[src/rtl/pipe_pkg.sv]
// Shared definitions for the fetch->decode pipeline register: control state
// encoding, default field widths, bubble encoding and performance counter
// helpers.
package pipe_pkg;

  typedef enum logic [1:0] {
    ST_EMPTY = 2'd0,
    ST_FULL  = 2'd1,
    ST_SKID  = 2'd2
  } state_e;

  localparam int DEF_PC_W    = 8;
  localparam int DEF_INSTR_W = 32;
  localparam logic [DEF_INSTR_W-1:0] DEF_NOP_INSTR = '0;
  localparam int PERF_CNT_W  = 16;

  // Saturating increment for the optional performance counters.
  function automatic logic [PERF_CNT_W-1:0] sat_inc(input logic [PERF_CNT_W-1:0] v);
    return (&v) ? v : v + PERF_CNT_W'(1);
  endfunction

endpackage

[src/rtl/pipe_entry_reg.sv]
// One {pc, instr} storage slot with load enable and synchronous clear.
module pipe_entry_reg
  import pipe_pkg::*;
#(
  parameter int PC_W    = DEF_PC_W,
  parameter int INSTR_W = DEF_INSTR_W
) (
  input  logic               clk,
  input  logic               clr_i,
  input  logic               ld_i,
  input  logic [PC_W-1:0]    pc_i,
  input  logic [INSTR_W-1:0] instr_i,
  output logic [PC_W-1:0]    pc_o,
  output logic [INSTR_W-1:0] instr_o
);

  logic [PC_W-1:0]    pc_q;
  logic [INSTR_W-1:0] instr_q;

  // Slot storage: clear wins over load, otherwise hold.
  always_ff @(posedge clk) begin
    if (clr_i) begin
      pc_q    <= '0;
      instr_q <= '0;
    end else if (ld_i) begin
      pc_q    <= pc_i;
      instr_q <= instr_i;
    end
  end

  assign pc_o    = pc_q;
  assign instr_o = instr_q;

endmodule

[src/rtl/pipe_stage_skid.sv]
// Fetch->decode pipeline register with a 2-entry skid buffer.
// Handshake: a transfer happens on a side exactly when valid and ready are
// both high at a rising edge; in_ready is a register (no combinational path
// from out_ready/stall), stall behaves as out_ready=0, flush drops everything
// held plus the incoming entry, while a same-cycle output take still counts.
// Optional build macro PIPE_STAGE_PERF_EN adds stall/flush/bubble counters.
module pipe_stage_skid
  import pipe_pkg::*;
#(
  parameter int PC_W    = DEF_PC_W,
  parameter int INSTR_W = DEF_INSTR_W,
  parameter logic [INSTR_W-1:0] NOP_INSTR = '0
) (
  input  logic               clk,
  input  logic               rst,
  input  logic               in_valid,
  output logic               in_ready,
  input  logic [PC_W-1:0]    in_pc,
  input  logic [INSTR_W-1:0] in_instr,
  input  logic               stall,
  input  logic               flush,
  output logic               out_valid,
  input  logic               out_ready,
  output logic [PC_W-1:0]    out_pc,
  output logic [INSTR_W-1:0] out_instr,
  output logic [1:0]         dbg_state
`ifdef PIPE_STAGE_PERF_EN
  ,
  output logic [PERF_CNT_W-1:0] stall_cnt,
  output logic [PERF_CNT_W-1:0] flush_cnt,
  output logic [PERF_CNT_W-1:0] bubble_cnt
`endif
);

  state_e state_q, state_d;
  logic   in_ready_q;
  logic   acc, take;
  logic   main_ld, main_from_skid, skid_ld;

  logic [PC_W-1:0]    main_pc, skid_pc, main_pc_d;
  logic [INSTR_W-1:0] main_instr, skid_instr, main_instr_d;

  assign acc  = in_valid & in_ready_q;
  assign take = out_valid & out_ready & ~stall;

  // State register plus registered in_ready derived from the next state.
  always_ff @(posedge clk) begin
    if (rst) begin
      state_q    <= ST_EMPTY;
      in_ready_q <= 1'b1;
    end else begin
      state_q    <= state_d;
      in_ready_q <= (state_d != ST_SKID);
    end
  end

  // Next state and slot load controls; flush overrides all loads.
  always_comb begin
    state_d        = state_q;
    main_ld        = 1'b0;
    main_from_skid = 1'b0;
    skid_ld        = 1'b0;
    case (state_q)
      ST_EMPTY: begin
        if (acc) begin
          state_d = ST_FULL;
          main_ld = 1'b1;
        end
      end
      ST_FULL: begin
        if (take && acc) begin
          main_ld = 1'b1;
        end else if (take) begin
          state_d = ST_EMPTY;
        end else if (acc) begin
          state_d = ST_SKID;
          skid_ld = 1'b1;
        end
      end
      ST_SKID: begin
        if (take) begin
          state_d        = ST_FULL;
          main_ld        = 1'b1;
          main_from_skid = 1'b1;
        end
      end
      default: state_d = ST_EMPTY;
    endcase
    if (flush) begin
      state_d = ST_EMPTY;
      main_ld = 1'b0;
      skid_ld = 1'b0;
    end
  end

  assign main_pc_d    = main_from_skid ? skid_pc    : in_pc;
  assign main_instr_d = main_from_skid ? skid_instr : in_instr;

  pipe_entry_reg #(.PC_W(PC_W), .INSTR_W(INSTR_W)) u_main (
    .clk     (clk),
    .clr_i   (rst),
    .ld_i    (main_ld),
    .pc_i    (main_pc_d),
    .instr_i (main_instr_d),
    .pc_o    (main_pc),
    .instr_o (main_instr)
  );

  pipe_entry_reg #(.PC_W(PC_W), .INSTR_W(INSTR_W)) u_skid (
    .clk     (clk),
    .clr_i   (rst),
    .ld_i    (skid_ld),
    .pc_i    (in_pc),
    .instr_i (in_instr),
    .pc_o    (skid_pc),
    .instr_o (skid_instr)
  );

  // Outputs: main slot is the head; bubble instruction when empty, PC keeps last load.
  always_comb begin
    out_valid = (state_q != ST_EMPTY);
    out_pc    = main_pc;
    out_instr = out_valid ? main_instr : NOP_INSTR;
    in_ready  = in_ready_q;
    dbg_state = state_q;
  end

`ifdef PIPE_STAGE_PERF_EN
  logic [PERF_CNT_W-1:0] stall_cnt_q, flush_cnt_q, bubble_cnt_q;

  // Saturating event counters, cleared only by reset.
  always_ff @(posedge clk) begin
    if (rst) begin
      stall_cnt_q  <= '0;
      flush_cnt_q  <= '0;
      bubble_cnt_q <= '0;
    end else begin
      if (out_valid && stall) stall_cnt_q  <= sat_inc(stall_cnt_q);
      if (flush)              flush_cnt_q  <= sat_inc(flush_cnt_q);
      if (!out_valid)         bubble_cnt_q <= sat_inc(bubble_cnt_q);
    end
  end

  assign stall_cnt  = stall_cnt_q;
  assign flush_cnt  = flush_cnt_q;
  assign bubble_cnt = bubble_cnt_q;
`endif

endmodule
[config.mk]
export PLATFORM = sky130hd
export DESIGN_NAME = pipe_stage_skid
export DESIGN_NICKNAME = d
export VERILOG_FILES = /design/src/rtl/pipe_pkg.sv /design/src/rtl/pipe_entry_reg.sv /design/src/rtl/pipe_stage_skid.sv
export SDC_FILE = /design/constraint.sdc
export NUM_CORES = 1
export LEC_CHECK = 0
export ABC_AREA = 0
export CAP_MARGIN = 30
export CORE_MARGIN = 1
export CORE_UTILIZATION = 61
export CTS_CLUSTER_DIAMETER = 60
export DETAILED_ROUTE_END_ITERATION = 12
export DONT_BUFFER_PORTS = 1
export PLACE_DENSITY = 0.77
export SYNTH_ARGS = -nofsm -noshare
export SYNTH_HDL_FRONTEND = slang
export SYNTH_SLANG_ARGS = --single-unit
[constraint.sdc]
create_clock -name clk -period 2.6 [get_ports clk]
set_input_delay 0.52 -clock clk [delete_from_list [all_inputs] [get_ports clk]]
set_output_delay 0.52 -clock clk [all_outputs]
set_load 0.05 [all_outputs]
==> metrics.txt, run 1 <==
Simple-Gate Fraction of Synth Area 21.01%; Num Clock Sinks 83; most instantiated library cell after synthesis dfxtp_1; nets 482; register area share after synthesis 45.73%; number of register bits inferred by synthesis just over 80; Remaining DRCs 0; Final Cycle Share 88.04%; I/O Buffers 0; vias in the first global route ~3.1k; CTS tree done; Synth top area share 45.73%; number of synthesized flops with an enable pin 0; Area Overhead vs Synth 14.63%; startpoint types flop; htree depth 3; largest area contributor in the netlist dfxtp_1; Post-CTS Hold Fix Bufs 0; dpl cells 497; post-cts resize count 0; Clk pin slew, worst setup/hold paths 0.08 ns; Clock Tree Root clkbuf_8; Synth top cells by count dfxtp_1 (83), nand2_1 (81), a21oi_1 (41), nor2_1 (41); Synth Net Count 462; Worst Setup SP dbg_state[1]; CP max FO 20; Mapped Area between 0.003 and 0.004 mm²; global-route wire length before repair 14.19 mm; post-synthesis average cell area 8.734 µm²; Post-Synthesis Cells 416; Hold Path Stages 1; Placeable Area 0.005608 mm²; largest net degree at the start of global routing 84; total number of vias between 3k and 4k; placer congestion estimate about 0.78; fill count 425; Setup TNS 0 ns; Post-Synth Adder-Cell Area 0%; CP endpoint kind primary output; starting density of the core about 65%; largest family of logic cells by synthesized area compound AO/OA/AOI/OAI gates; Clk Latency, worst-skew pair ~0.35 ns; Rel. slew slack a little over half; Die Area approximately 0.0063 mm²; Rows 27; P_sw 719.3 µW; Crit Path Category reg2out; buffer count from post-CTS setup fixing 0; Layout Cells excl Fill between 500 and 600; antenna cells 0; Clock Tree Buf Depth 2; Yosys cell types 26; final hold viol count 0; CTS Buf Count 9; Clk network pwr share 37.5%; Slew @ Worst Pin ~0.7 ns; crit path time final around 2.3 ns; synth warn 0; Initial DRC Count ~170; DR vias/cell approximately 6.0; Comb power frac 11.9%; Die W 79.18 µm; HPWL after DPL 5.382 mm; Worst VDD drop 446.0 µV; reg-to-reg critical path startpoint dbg_state[1]; R2R depth 6; maxcap violations 0; Int Pwr 2021 µW; async set-or-reset flop fraction in the synthesized netlist 0%; GRT Resource Usage Total 28.97%; fraction of final layout cells sized beyond drive strength 1 24.49%; Synth Area in XOR/XNOR 0%; sequential power share approximately 51%; Max Clock Freq 436.9 MHz; Lkg Pwr 0.001457 µW; DIE HEIGHT a little under 80 µm; outcome finished clean; Overflow after GRT 0; RSZ-0062 raised after global routing false; DR pass1 iterations 4; sw frac a little over a quarter; Clock Skews 0.01339 ns; antenna violations before repair 0; DRT Wirelength approximately 8.6 mm; post-synthesis mux area share less than 1%; Worst Path Required 2.08 ns; HP Class in2reg; Multi-input gate area 0.001809 mm²; Primary FF master, synth dfxtp_1; # setup viols final 0; Sequential cell area approximately 0.0017 mm²; post-route ant nets 0; # IOs 90; PwrDens 658.0 mW/mm²; WL/cell 16.83 µm; Crit path arrival time 1.77 ns; post-synthesis compound-gate area fraction between 20 and 30%; Area contributors post-synth dfxtp_1 (46%), a211oi_2 (14%), nand2_1 (8.4%); Hold Crit Start rst; Slew Limit Fails 0
[worst paths after layout]
kind,end,slack [ns]
worst max-delay path,out_instr[25],0.31
worst min-delay path,u_main.pc_o[5],0.24
worst max register to register,u_main.pc_o[2],0.58
worst min register to register,u_skid.pc_o[0],0.46
[area by class of cell]
type | count | area share (%)
multi-input combinational | 294 | 43.44
sequential | 83 | 39.89
timing repair buffer | 46 | 8.892
clock buffer | 10 | 3.304
tap | 72 | 2.163
clock inverter | 6 | 2.133
inverter | 2 | 0.1802
[power by group through the flow]
stage / Sequential (µW) / Combinational [µW] / Clock (µW)
after floorplan: 1410 / 286 / 0
after global placement: 1410 / 319 / 0
after detailed placement: 1420 / 328 / 0
after CTS: 1390 / 329 / 1050
after global routing: 1390 / 356 / 1100
final: 1390 / 327 / 1030
[sequential cells by signal, summed over array words and instances, names as in the netlist]
register,flops
u_skid.instr_o,32
u_main.instr_o,32
dbg_state,2
in_ready,1
u_main.pc_o,8
u_skid.pc_o,8
[per-stage QoR]
step	hold slack, ns	setup WS, ns	area, µm²	total power [µW]	util [%]
6_report	0.2375	0.3110	4165	2741	74.27
5_1_grt	0.1892	0.1909	4165	2851	74.27
4_1_cts	0.2091	0.2866	4165	2765	74.27
3_5_place_dp	0.4417	0.5970	3939	1743	70.24
3_3_place_gp	0.4362	0.6487	3939	1732	70.24
2_1_floorplan	0.4365	0.1206	3633	1699	-
[metal layers]
| metal | routed length [µm] | part of all wire, % | global-route usage [%] | vias to the layer above |
|---|---|---|---|---|
| met2 | 4267 | 49 | 48.62 | 112 |
| li1 | - | - | - | 1492 |
| met3 | 770 | 8.9 | 10.57 | 6 |
| met5 | 0 | 0 | 0 | - |
| met1 | 3539 | 41 | 34.49 | 1473 |
| met4 | 57 | 0.66 | 8.545 | 0 |
[critical path, stage by stage (launching register included)]
cell	delay, ns
dfxtp_1	0.35
nor2_2	0.45
buf_4	0.35
nor2b_1	0.08
buf_4	0.19
[kinds of logic after synthesis]
group	count (synthesis)
AO/OA/AOI/OAI	126
flip-flops	83
buffers and inverters	39
AND/OR/NAND/NOR	167
multiplexers	1
[cell usage in the layout (no fill, tap or decap), types with 2 or more instances in the layout]
cell type   count
a211oi_2       40
a21o_1          2
a21oi_1        40
and3b_1         2
buf_12          2
buf_4          44
bufinv_16       2
clkbuf_8       10
clkinvlp_4      2
dfxtp_1        83
inv_1           2
nand2_1        81
nand3b_1        2
nor2_1         40
nor2b_1        33
o22ai_1        40
Note: power is estimated with default switching activity, not from simulation.
==> run 2: changes to the inputs <==
--- a/config.mk
+++ b/config.mk
@@ -7,7 +7,6 @@
 export LEC_CHECK = 0
 export ABC_AREA = 0
 export CAP_MARGIN = 30
-export CORE_MARGIN = 1
 export CORE_UTILIZATION = 61
 export CTS_CLUSTER_DIAMETER = 60
 export DETAILED_ROUTE_END_ITERATION = 12
==> results of run 2 <==
Same layout as run 1: the final DEF is identical, and so are final timing and power.
==> run 3: changes to the inputs <==
==> constraint.sdc (replaced) <==
create_clock -name clk -period 2.3 [get_ports clk]
set_input_delay 0.46 -clock clk [delete_from_list [all_inputs] [get_ports clk]]
set_output_delay 0.46 -clock clk [all_outputs]
set_load 0.05 [all_outputs]
==> metrics.txt, run 3 (synthesis results as in run 1) <==
HPWL after DPL 5.372 mm; fraction of final layout cells sized beyond drive strength 1 24.49%; CP endpoint kind primary output; Final Cycle Share 91.24%; Num Clock Sinks 83; DIE HEIGHT 79.18 µm; # setup viols final 0; Initial DRC Count ~180; Clock Tree Root clkbuf_8; antenna cells 0; Lkg Pwr 0.001459 µW; CP Cell Sequence nor2_2 > buf_4 > nor2b_1 > buf_4; htree depth 3; Die W 79.18 µm; Rel. slew slack 64.33%; Area Overhead vs Synth 13.98%; post-layout util 73.85%; global-route wire length before repair 13.59 mm; DR pass1 iterations 4; Post-CTS Hold Fix Bufs 0; post-route ant nets 0; nets around 490; final total power 2875 µW; I/O Buffers 0; HP Class in2reg; Overflow after GRT 0; Clk Latency, worst-skew pair 0.35 ns; most frequent cells in the layout dfxtp_1 (83), nand2_1 (81), buf_4 (48); RSZ-0062 raised after global routing false; Max Clock Freq 476.5 MHz; total number of vias ~3.1k; commonest non-fill, non-tap cell in the layout dfxtp_1; Clk pin slew, worst setup/hold paths about 0.070 ns; Crit Path Category reg2out; Worst Setup SP dbg_state[0]; CP max FO 16; final hold viol count 0; antenna violations before repair 0; largest net degree at the start of global routing 84; starting density of the core 64.79%; vias in the first global route about 3k; dpl cells 501; post-cts resize count 0; slowest stage cell, crit path dfxtp_1; Worst VDD drop between 500 and 600 µV; crit path time final 2.098 ns; fill count 438; Clock Skews around 0.0073 ns; Clock Tree Buf Depth 2; GRT Resource Usage Total between 20% and 30%; CTS Buf Count 9; WL/cell 16.40 µm; Hold Crit Start rst; Layout Cells excl Fill about 520; Worst Path Required between 1.5 and 2 ns; pre-CTS WS 0.4873 ns; DRT Wirelength 8.478 mm; DR vias/cell 5.903; Placeable Area about 0.0056 mm²; Crit path arrival time 1.64 ns; PwrDens roughly 690 mW/mm²; Die Area 0.006269 mm²; worst setup margin 0.2016 ns; Slowest Stage Delay on Critical Path around 0.42 ns; buffer count from post-CTS setup fixing 0; Slew @ Worst Pin between 0.5 and 0.6 ns; Remaining DRCs 0; Rows 27; maxcap violations 0; placer congestion estimate 0.7895; startpoint types flop; # IOs 90; reg-to-reg critical path startpoint dbg_state[1]; CTS tree done; outcome finished clean; Slew Limit Fails 0; most used cell, CP buf_4
-- run 3: cell types whose count changed in the layout (fill, tap and decap cells not counted), moves of 2 or more --
cell,before,now
buf_4,44,48
clkbuf_1,0,3
bufinv_16,2,0
clkinvlp_4,2,0
-- run 3: cell type report --
class / instances / area (µm²) / area share, %
clock buffer: 14 / 162.7 / 3.927
multi-input combinational: 294 / 1809 / 43.69
timing repair buffer: 50 / 400.4 / 9.668
clock inverter: 2 / 10.01 / 0.2417
sequential: 83 / 1662 / 40.12
inverter: 2 / 7.507 / 0.1813
tap: 72 / 90.09 / 2.175
-- run 3: power by group --
group,switching [µW],internal (µW)
sequential,71.4,1500
combinational,224,150
clock,480,450
-- run 3: critical path, delay by kind of cell (launching register included) --
family	cells	cell delay, ns
buf+inv	2	0.47
flops	1	0.42
simple gates	2	0.40
-- run 3: layer usage --
| layer | wire [µm] | GRT usage (%) |
|---|---|---|
| met3 | 598 | 6.207 |
| met4 | 146 | 12.18 |
| met1 | 3655 | 34.96 |
| met5 | 0 | 0 |
| met2 | 4077 | 45.43 |
-- run 3: final timing paths --
path | to | slack (ns) | cells past startpoint
setup / recovery | out_instr[10] | 0.20 | 4
hold / removal | u_skid.pc_o[1] | 0.17 | 1
setup reg to reg | u_main.pc_o[0] | 0.48 | 5
hold reg to reg | u_skid.instr_o[29] | 0.45 | 2
-- run 3: metrics by stage --
step                      hold WS [ns]  setup TNS (ns)  instance area [µm²]
after global routing            0.1625               0                 4141
after global placement          0.4352               0                 3969
after detailed placement        0.4404               0                 3969
final                           0.1736               0                 4141
after floorplan                 0.4365          -3.459                 3633
after CTS                       0.1580               0                 4141
